--- src/rtl/ssd_bcd_driver.sv ---
// Shows a 13-bit binary word on a 4-digit multiplexed seven-segment display.
// Conversion is sequential shift-add-3; only completed results reach the digits.
module ssd_bcd_driver #(
  parameter int REFRESH_BITS = 18,
  parameter bit BLANK_LZ     = 1'b1
) (
  input  logic        clk,
  input  logic        rst,
  input  logic [12:0] value,
  output logic [6:0]  seg,
  output logic [3:0]  an,
  output logic [15:0] bcd,
  output logic        busy,
  output logic        done
);

  localparam logic [0:0] IDLE = 1'b0;
  localparam logic [0:0] CONV = 1'b1;

  logic [0:0]              state;
  logic [12:0]             last_value;
  logic [12:0]             shift_bin;
  logic [15:0]             work;
  logic [3:0]              cnt;
  logic [REFRESH_BITS-1:0] refresh;
  logic [1:0]              sel;

  logic [15:0] adj;
  logic [28:0] shifted;
  logic [3:0]  digit;
  logic        blank;

  function automatic logic [3:0] add3(input logic [3:0] n);
    return (n >= 4'd5) ? n + 4'd3 : n;
  endfunction

  function automatic logic [6:0] decode(input logic [3:0] d);
    logic [6:0] s;
    case (d)
      4'd0:    s = 7'b1000000;
      4'd1:    s = 7'b1111001;
      4'd2:    s = 7'b0100100;
      4'd3:    s = 7'b0110000;
      4'd4:    s = 7'b0011001;
      4'd5:    s = 7'b0010010;
      4'd6:    s = 7'b0000010;
      4'd7:    s = 7'b1111000;
      4'd8:    s = 7'b0000000;
      4'd9:    s = 7'b0010000;
      default: s = 7'b1111111;
    endcase
    return s;
  endfunction

  // One double-dabble step: correct every nibble, then shift the 29-bit pair.
  assign adj     = {add3(work[15:12]), add3(work[11:8]), add3(work[7:4]), add3(work[3:0])};
  assign shifted = {adj, shift_bin} << 1;

  assign busy = (state == CONV);

  always_ff @(posedge clk) begin
    if (rst) begin
      state      <= IDLE;
      last_value <= '0;
      shift_bin  <= '0;
      work       <= '0;
      cnt        <= '0;
      bcd        <= '0;
      done       <= 1'b0;
    end else begin
      done <= 1'b0;
      case (state)
        IDLE: begin
          if (value != last_value) begin
            shift_bin  <= value;
            last_value <= value;
            work       <= '0;
            cnt        <= '0;
            state      <= CONV;
          end
        end
        CONV: begin
          work      <= shifted[28:13];
          shift_bin <= shifted[12:0];
          cnt       <= cnt + 4'd1;
          if (cnt == 4'd12) begin
            bcd   <= shifted[28:13];
            done  <= 1'b1;
            state <= IDLE;
          end
        end
        default: state <= IDLE;
      endcase
    end
  end

  always_ff @(posedge clk) begin
    if (rst) refresh <= '0;
    else     refresh <= refresh + 1'b1;
  end

  assign sel = refresh[REFRESH_BITS-1 -: 2];

  // A digit is a leading zero when it and every more significant digit is zero.
  always_comb begin
    digit = 4'd0;
    blank = 1'b0;
    case (sel)
      2'd0: digit = bcd[3:0];
      2'd1: begin
        digit = bcd[7:4];
        blank = BLANK_LZ && (bcd[15:4] == 12'd0);
      end
      2'd2: begin
        digit = bcd[11:8];
        blank = BLANK_LZ && (bcd[15:8] == 8'd0);
      end
      default: begin
        digit = bcd[15:12];
        blank = BLANK_LZ && (bcd[15:12] == 4'd0);
      end
    endcase
  end

  always_ff @(posedge clk) begin
    if (rst) begin
      seg <= 7'b1111111;
      an  <= 4'b1111;
    end else begin
      an  <= ~(4'b0001 << sel);
      seg <= blank ? 7'b1111111 : decode(digit);
    end
  end

endmodule

--- config.mk ---
export PLATFORM = sky130hd
export DESIGN_NAME = ssd_bcd_driver
export DESIGN_NICKNAME = d
export VERILOG_FILES = /design/src/rtl/ssd_bcd_driver.sv
export SDC_FILE = /design/constraint.sdc
export NUM_CORES = 1
export LEC_CHECK = 0
export BUFFER_PORTS_ARGS = -buffer_cell sky130_fd_sc_hd__buf_2
export CORE_ASPECT_RATIO = 0.5
export CORE_MARGIN = 1
export CORE_UTILIZATION = 53
export DETAILED_ROUTE_END_ITERATION = 8
export PLACE_DENSITY = 0.86
export SLEW_MARGIN = 5
export SYNTH_ARGS = -nofsm -noshare
export SYNTH_HDL_FRONTEND = slang
export SYNTH_SLANG_ARGS = --single-unit
--- constraint.sdc ---
create_clock -name clk -period 1.8 [get_ports clk]
set_clock_uncertainty 0.1 [all_clocks]
set_input_delay 0.18 -clock clk [delete_from_list [all_inputs] [get_ports clk]]
set_output_delay 0.18 -clock clk [all_outputs]
set_load 0.02 [all_outputs]
---- After elaboration in Yosys (flattened, before gate mapping) ----
Memory sizes are Yosys's and may differ from the RTL's. A register that Yosys moved wholly into a read port is not among the register bits.
Cells that the tools add are included.
W data, S select, Z words.
word-level totals
  bits in registers ....................... 86
  latch bits .............................. 0
  bits in writable memories ............... 0
  bits in read-only memories .............. 112
  output and inout bits ................... 29
  logic and storage cells ................. 52
  memories kept ........................... 1
memories
  name             depth  bits a word  rd ports  clocked after memory_dff  wr ports  RTL line  RTL
  (no name shown)  16     7            1         1                         0         39        case (d)
operators by class
  add/subtract/negate cells ............... 6
  $mul .................................... 0
  divide/modulo/power cells ............... 0
  $lt $le $gt $ge ......................... 4
  equality and inequality tests ........... 5
  shifts and indexed selects .............. 1
  muxes and demuxes ....................... 16
  bitwise logic cells ..................... 2
  reductions and logical operators ........ 8
operators with widths
  cell                     number
  $pmux W16 S2             1
  $pmux W13 S2             1
  $add A18 B1 Y18 const B  1
  $ge A4 B3 Y1 const B     4
  $mux W16                 1
  $mux W4                  4
  $mux W13                 1
  $ne A13 B13 Y1           1
  $add A4 B2 Y4 const B    3
  $logic_not A12 Y1        1
  $pmux W4 S3              1
  $logic_not A8 Y1         1
  $pmux W4 S2              1
  $add A4 B1 Y4 const B    1
  $eq A4 B4 Y1 const B     1
  $logic_not A4 Y1         1
  $not A4 Y4               1
  $reduce_and A2 Y1        2
  $reduce_or A2 Y1         2
  $shl A1 B2 Y4 const A    1
  $add A3 B2 Y3 const B    1
  $mux W1                  3
  $mux W3                  1
  $pmux W1 S3              1
  other kinds (6)          6

---- Logic depth before layout (Yosys ltp) ----
Gate-level depths: netlist of the first run.
  depth in word-level cells ............... 3
  gate-level depth with buffers ........... 8

---- Worst setup path after synthesis of the first run ----
Ideal clock, no wire load.
  path kind ............................... register to register
  start point ............................. reg refresh[16]
  end point ............................... reg seg[5]
  setup time .............................. 0.140 ns
  arrival time ............................ 1.625 ns
  data required time ...................... 1.560 ns
  slack ................................... -0.065 ns
  cell stages (with the launch flop) ...... 6
  buffers on the path ..................... 1
  clock period less this slack ............ 1.865 ns
  path through ............................ dfxtp_1 -> buf_2 -> mux4_2 -> ha_1 -> nor3b_1 -> o21ai_0
on the way
  cells in the longest elaborated chain, start to end .. 3
  elaborated cells on any way between the ends .. 6
  those cells by class .................... eq/ne: 2; mux: 2; reduce/logical: 2
ends and longest elaborated chain
  element                               RTL line  RTL
  start: declaration                    25        logic [REFRESH_BITS-1:0] refresh;
  start signal: assignment              99        else refresh <= refresh + 1'b1;
  $eq A2 B2 Y1 (tied with other cells)  108       case (sel)
  $pmux W1 S3                           108
  $reduce_or A2 Y1 (no source line)     --
  end: declaration                      10        output logic [6:0] seg,
Parallel ways exist; a longest one is shown, timed or not.
A chain may end at the register's enable or synchronous reset.

---- Worst setup path in the final report of the first run ----
  start point ............................. reg last_value[10]
  end point ............................... reg cnt[3]
on the way
  cells in the longest elaborated chain, start to end .. 2
ends and longest elaborated chain
  element                        RTL line  RTL
  start: declaration             21        logic [12:0] last_value;
  start signal: assignment       76        last_value <= value;
  $ne A13 B13 Y1                 74        if (value != last_value) begin
  $ne A2 B2 Y1 (no source line)  --
  end signal: assignment         85        cnt <= cnt + 4'd1;
  end: declaration               24        logic [3:0] cnt;
Every way passes these cells.

==> results_dict.tcl, run 1 <==
set metrics [dict create \
    p_per_area_nw_per_um2 796 \
    pre_cts_ws_ns -0.135 \
    die_area_um2 8580 \
    cts_hold_buffers 0 \
    clkSlewWorstSetupHoldPaths_ns 0.07 \
    crit_arrival_ns 2.08 \
    async_flop_share_pct 0 \
    switchingPower_uw 1080 \
    grt_usage_pct 24.4 \
    route.detailed.drc 0 \
    diodes 0 \
    ys_seq_area_share_pct 42.9 \
    fin_crit_ns 1.92 \
    internal-power_uw 3250 \
    p_comb_share_pct 7.1 \
    fin_ws_ns -0.120 \
    slew_headroom_pct 65.2 \
    power_frac_seq_pct 49.9 \
    postRouteAntennaNets 0 \
    place_area_um2 4850 \
    nNetsFinal 588 \
    slew_violations 0 \
    endpoint_kind "flop" \
    r2r_cells 7 \
    clockBufferDepth 2 \
    cp-start-kind "flop" \
    drt_iter0_markers 228 \
    synth_most_common_cell "dfxtp_1" \
    worstMarginPinSlew_ns 0.522 \
    finalHoldViolations 0 \
    cts_max_level 3 \
    path_max_fanout 7 \
    postSynthAreaPerCell_um2 8.75 \
    dp.cells 651 \
    yosys_register_bits 93 \
    num_io_pins 44 \
    status "finished, violations left" \
    synth_edf_count 0 \
    clk_latency_ns 0.35 \
    switching_share_pct 24.9 \
    post_drt_via_cell_ratio 5.48 \
    fmax_mhz 521 \
    fin_area_um2 5430 \
    overflow 0 \
    cts_buffers 9 \
    violations "negative setup slack" \
    core.rowCount 22 \
    leakage_uw 0.00210 \
    instances_no_fill 672 \
    cts_root_buffer "clkbuf_16" \
    syn2layout_area_growth_pct 25.1 \
    core_um2 7620 \
    clkPwrFrac_pct 43.0 \
    synth.cell_area_um2 4340 \
    min_period_over_period_pct 107 \
    yosys_warnings 0 \
    antenna_found_initial 0 \
    synth_top_area_share_pct 42.9 \
    wl_per_cell_um 14.8 \
    dieWidth_um 130 \
    ys_top_cells_by_count "dfxtp_1 (93), nand2_1 (57), nor2_1 (50)" \
    maxCapViolCount 0 \
    ir_worst_vdd_v 0.000562 \
    initial_utilization_pct 56.9 \
    worstSetupPathType "reg2reg" \
    die_h_um 66.0 \
    yosys-top-cells-area "dfxtp_1 (43%), nand2_1 (4.9%), nor2_1 (4.3%)" \
    synth_ff_type "dfxtp_1" \
    synth_cell_types 38 \
    num-fill-cells 542 \
    routabilityCongestion 0.809 \
    layout-drive-gt1-share_pct 26.1 \
    cp.required_ns 1.96 \
    clock-sinks 93 \
    cts_tree "yes" \
    synth_cells 496 \
    hold_path_class "in2reg" \
    yosys.area.top_type "dfxtp_1" \
    first_pass_iters 4 \
    grt_max_degree 39 \
    syn_nets 525 \
    io_buffers 43 \
    wirelength_um 9930 \
    grt_pass1_wl_um 16000 \
    rsz0062_at_grt "true" \
    setup_violations 33 \
    hold_path_depth 3 \
    dpl.hpwl_um 6330 \
    grt_pass1_vias 3430 \
    vias 3685 \
]
[timing repair]
item,in CTS,in global routing
setup buffers,1,3
resized for setup,12,37
pin swaps,7,19
cloned,1,1
endpoints found under the setup margin,39,55
[layer usage]
layer  routed length [um]  vias to the layer above  GRT usage (%)
met5                    0                        -              0
met4                  187                        0           8.14
met3                  421                       20           7.52
met2                 4880                       77           42.4
met1                 4450                     1741           28.8
li1                     -                     1847              -
[flip-flops by register name (all words and copies together) (netlist names), 4 cells and up]
name / count
cnt: 4
last_value: 13
seg: 7
refresh: 18
an: 4
bcd: 16
work: 16
shift_bin: 13
[stage by stage]
step / total power [uW] / utilization, % / hold WS (ns) / TNS (ns)
finish: 4320 / 71.2 / 0.0263 / -1.76
global placement: 2460 / 63.6 / 0.339 / -0.100
CTS: 4330 / 68.6 / 0.0153 / -0.534
global route: 4490 / 71.2 / 0.0276 / -4.48
detailed placement: 2470 / 63.6 / 0.355 / -2.36
floorplan: 2370 / - / 0.227 / 0
[power groups by stage]
stage | registers, uW | logic, uW | clock network, uW
6_report | 2150 | 309 | 1860
5_1_grt | 2160 | 338 | 1990
4_1_cts | 2150 | 286 | 1890
3_5_place_dp | 2200 | 278 | 0
3_3_place_gp | 2190 | 271 | 0
2_1_floorplan | 2200 | 170 | 0
[worst max-delay path: stages (launching register included)]
cell and delay [ns]:
dfxtp_1 0.33, xor2_1 0.18, nor3_1 0.24, buf_4 0.17, and4_4 0.27, buf_12 0.14, nand2b_1 0.12, a311oi_1 0.28
[cells by family after synthesis]
logic type	share of synthesized area [%]
buffers and inverters	5.42
xor gates and xnor gates	6.66
AOI/OAI and AO/OA	11.1
muxes	6.23
DFF	42.9
and+or+nand+nor	23.7
adders and majority gates	4.04
[final cells by class]
cell class	count	area, um2	share of cell area (%)
Inverter	27	101	1.87
Clock inverter	6	53.8	0.991
Clock buffer	10	239	4.40
Sequential cell	93	1870	34.5
Timing Repair Buffer	81	572	10.5
Tap cell	108	135	2.49
Multi-Input combinational cell	347	2460	45.3
[path summary, 6_finish.rpt]
path	startpoint	endpoint	slack, ns
worst max-delay path	last_value[10]	cnt[3]	-0.12
worst min-delay path	value[6]	last_value[6]	0.03
worst max register to register	last_value[10]	cnt[3]	-0.12
worst min register to register	refresh[0]	refresh[0]	0.34
[layout by cell type (no fill, tap or decap), types with 12 or more instances in the layout]
master / instances
dfxtp_1: 88
nand2_1: 57
nor2_1: 50
buf_2: 43
buf_4: 32
inv_1: 27
a21oi_1: 26
xor2_1: 21
nand3_1: 19
mux2i_1: 18
nand3b_1: 18
xnor2_1: 12
Note: power is estimated with default switching activity, not from simulation.
==> run 2, diff against run 1 <==
--- a/config.mk
+++ b/config.mk
@@ -5,12 +5,13 @@
 export SDC_FILE = /design/constraint.sdc
 export NUM_CORES = 1
 export LEC_CHECK = 0
-export BUFFER_PORTS_ARGS = -buffer_cell sky130_fd_sc_hd__buf_2
 export CORE_ASPECT_RATIO = 0.5
 export CORE_MARGIN = 1
-export CORE_UTILIZATION = 53
+export CORE_UTILIZATION = 57
+export CTS_BUF_LIST = sky130_fd_sc_hd__clkbuf_16
 export DETAILED_ROUTE_END_ITERATION = 8
-export PLACE_DENSITY = 0.86
+export DONT_BUFFER_PORTS = 1
+export PLACE_DENSITY = 0.85
 export SLEW_MARGIN = 5
 export SYNTH_ARGS = -nofsm -noshare
 export SYNTH_HDL_FRONTEND = slang
==> run 2 against run 1 <==
- the flow finishes with violations (design-rule violations, negative hold slack, negative setup slack)
- maximum frequency fell by 0.51%
- global-route usage rose by 0.79 points
- final cell count fell by 5.1%
- cell area fell by 0.97%
- critical endpoint is now shift_bin[3]
- highest routed layer unchanged
==> results_dict.tcl, run 2 (synthesis gave the netlist of run 1 again) <==
set metrics [dict create \
    status "finished, violations left" \
    violations "design-rule violations, negative hold slack, negative setup slack" \
    total_power_uw 4330 \
    mostFrequentLayoutCell "dfxtp_1" \
    clock-sinks 93 \
    largest_reg_flops 18 \
    leakage_uw 0.00201 \
    p_per_area_nw_per_um2 805 \
    crit_arrival_ns 2.05 \
    core_um2 7350 \
    route.detailed.drc 2 \
    cts_hold_buffers 10 \
    min_period_over_period_pct 107 \
    vias 3689 \
    hold_path_class "in2reg" \
    grt_max_degree 86 \
    cp-start-kind "flop" \
    fin_crit_ns 1.93 \
    endpoint_kind "flop" \
    die_h_um 63.7 \
    post_drt_via_cell_ratio 5.78 \
    pre_cts_ws_ns -0.192 \
    clk_latency_ns 0.35 \
    syn2layout_area_growth_pct 23.9 \
    slew_violations 0 \
    layout-drive-gt1-share_pct 22.3 \
    routabilityCongestion 0.820 \
    fin_area_um2 5380 \
    wirelength_um 10300 \
    io_buffers 0 \
    ir_worst_vdd_v 0.000671 \
    finalSetupTns_ns -0.824 \
    layout_common_cells "dfxtp_1 (85), nand2_1 (56), nor2_1 (50)" \
    dieWidth_um 125 \
    path_max_fanout 9 \
    first_pass_iters 7 \
    postRouteAntennaNets 0 \
    grt_pass1_wl_um 15700 \
    fin_ws_ns -0.130 \
    cp.required_ns 1.92 \
    setup_violations 27 \
    grt_pass1_vias 3381 \
    wl_per_cell_um 16.2 \
    antenna_found_initial 0 \
    cts_buffers 9 \
    top_register "refresh" \
    die_area_um2 7990 \
    num-fill-cells 478 \
    fmax_mhz 518 \
    diodes 0 \
    timing.reg2reg.setup_slack_ns -0.13 \
    maxCapViolCount 0 \
    largestRegisters "refresh x18, bcd x16, work x16" \
    holdWs_ns -0.198 \
    clockBufferDepth 2 \
    instances_no_fill 638 \
    dp.cells 609 \
    slew_headroom_pct 72.5 \
    grt_usage_pct 25.2 \
    num_io_pins 44 \
    clkSlewWorstSetupHoldPaths_ns 0.07 \
    rsz0062_at_grt "true" \
    initial_utilization_pct 59.1 \
    cts_root_buffer "clkbuf_16" \
    finalHoldViolations 74 \
    worstMarginPinSlew_ns 0.409 \
    nNetsFinal 566 \
    overflow 0 \
    cts_tree "yes" \
    worstSetupPathType "reg2reg" \
    core.rowCount 22 \
    drt_iter0_markers 365 \
    dpl.hpwl_um 6150 \
    place_area_um2 4710 \
    cts_max_level 3 \
]
==> run 2: through the flow <==
stage,util [%],hold slack (ns)
floorplan,-,0.227
global placement,64.0,0.156
detailed placement,64.0,0.156
CTS,70.3,-0.218
global route,73.2,-0.210
finish,73.2,-0.198
==> run 2: final cells by class <==
type,instances,area (um2),area share [%]
Sequential cell,93,1870,34.9
Inverter,27,101,1.89
Clock buffer,9,225,4.19
Multi-Input combinational cell,347,2460,45.8
Timing Repair Buffer,59,515,9.59
Clock inverter,7,75.1,1.40
Tap cell,96,120,2.23
==> run 2: worst max-delay path: stages (launching register included) <==
cell	delay [ns]
dfxtp_2	0.34
xor2_2	0.16
nor4_4	0.32
and4_4	0.32
buf_6	0.14
nor3b_1	0.35
a2111oi_2	0.08
==> run 2: layer usage <==
metal	vias up	GRT usage (%)	part of all wire, %
li1	1788	-	-
met1	1778	29.4	42
met2	102	43.4	51
met3	21	6.54	4.8
met4	0	12.7	2.1
met5	-	0	0
==> run 2: power breakdown <==
| group | leakage [uW] | internal, uW | switching, uW | total (uW) |
|---|---|---|---|---|
| sequential | 0.000762 | 2110 | 59.4 | 2170 |
| clock | 0.000138 | 1080 | 835 | 1920 |
| combinational | 0.00111 | 121 | 116 | 237 |
| total | 0.00201 | 3320 | 1010 | 4330 |
==> run 2: worst paths after layout <==
kind / from / end / depth (start not counted)
worst max-delay path: last_value[4] / shift_bin[3] / 6
worst min-delay path: rst / bcd[2] / 1
worst max register to register: last_value[4] / shift_bin[3] / 6
worst min register to register: shift_bin[9] / shift_bin[10] / 2
==> run 2: timing repair <==
action	CTS	global route
hold endpoints to repair	89	74
setup endpoints to repair	40	47
pin swaps	11	13
setup buffers	1	1
gates resized for setup	13	44
cloned	1	0
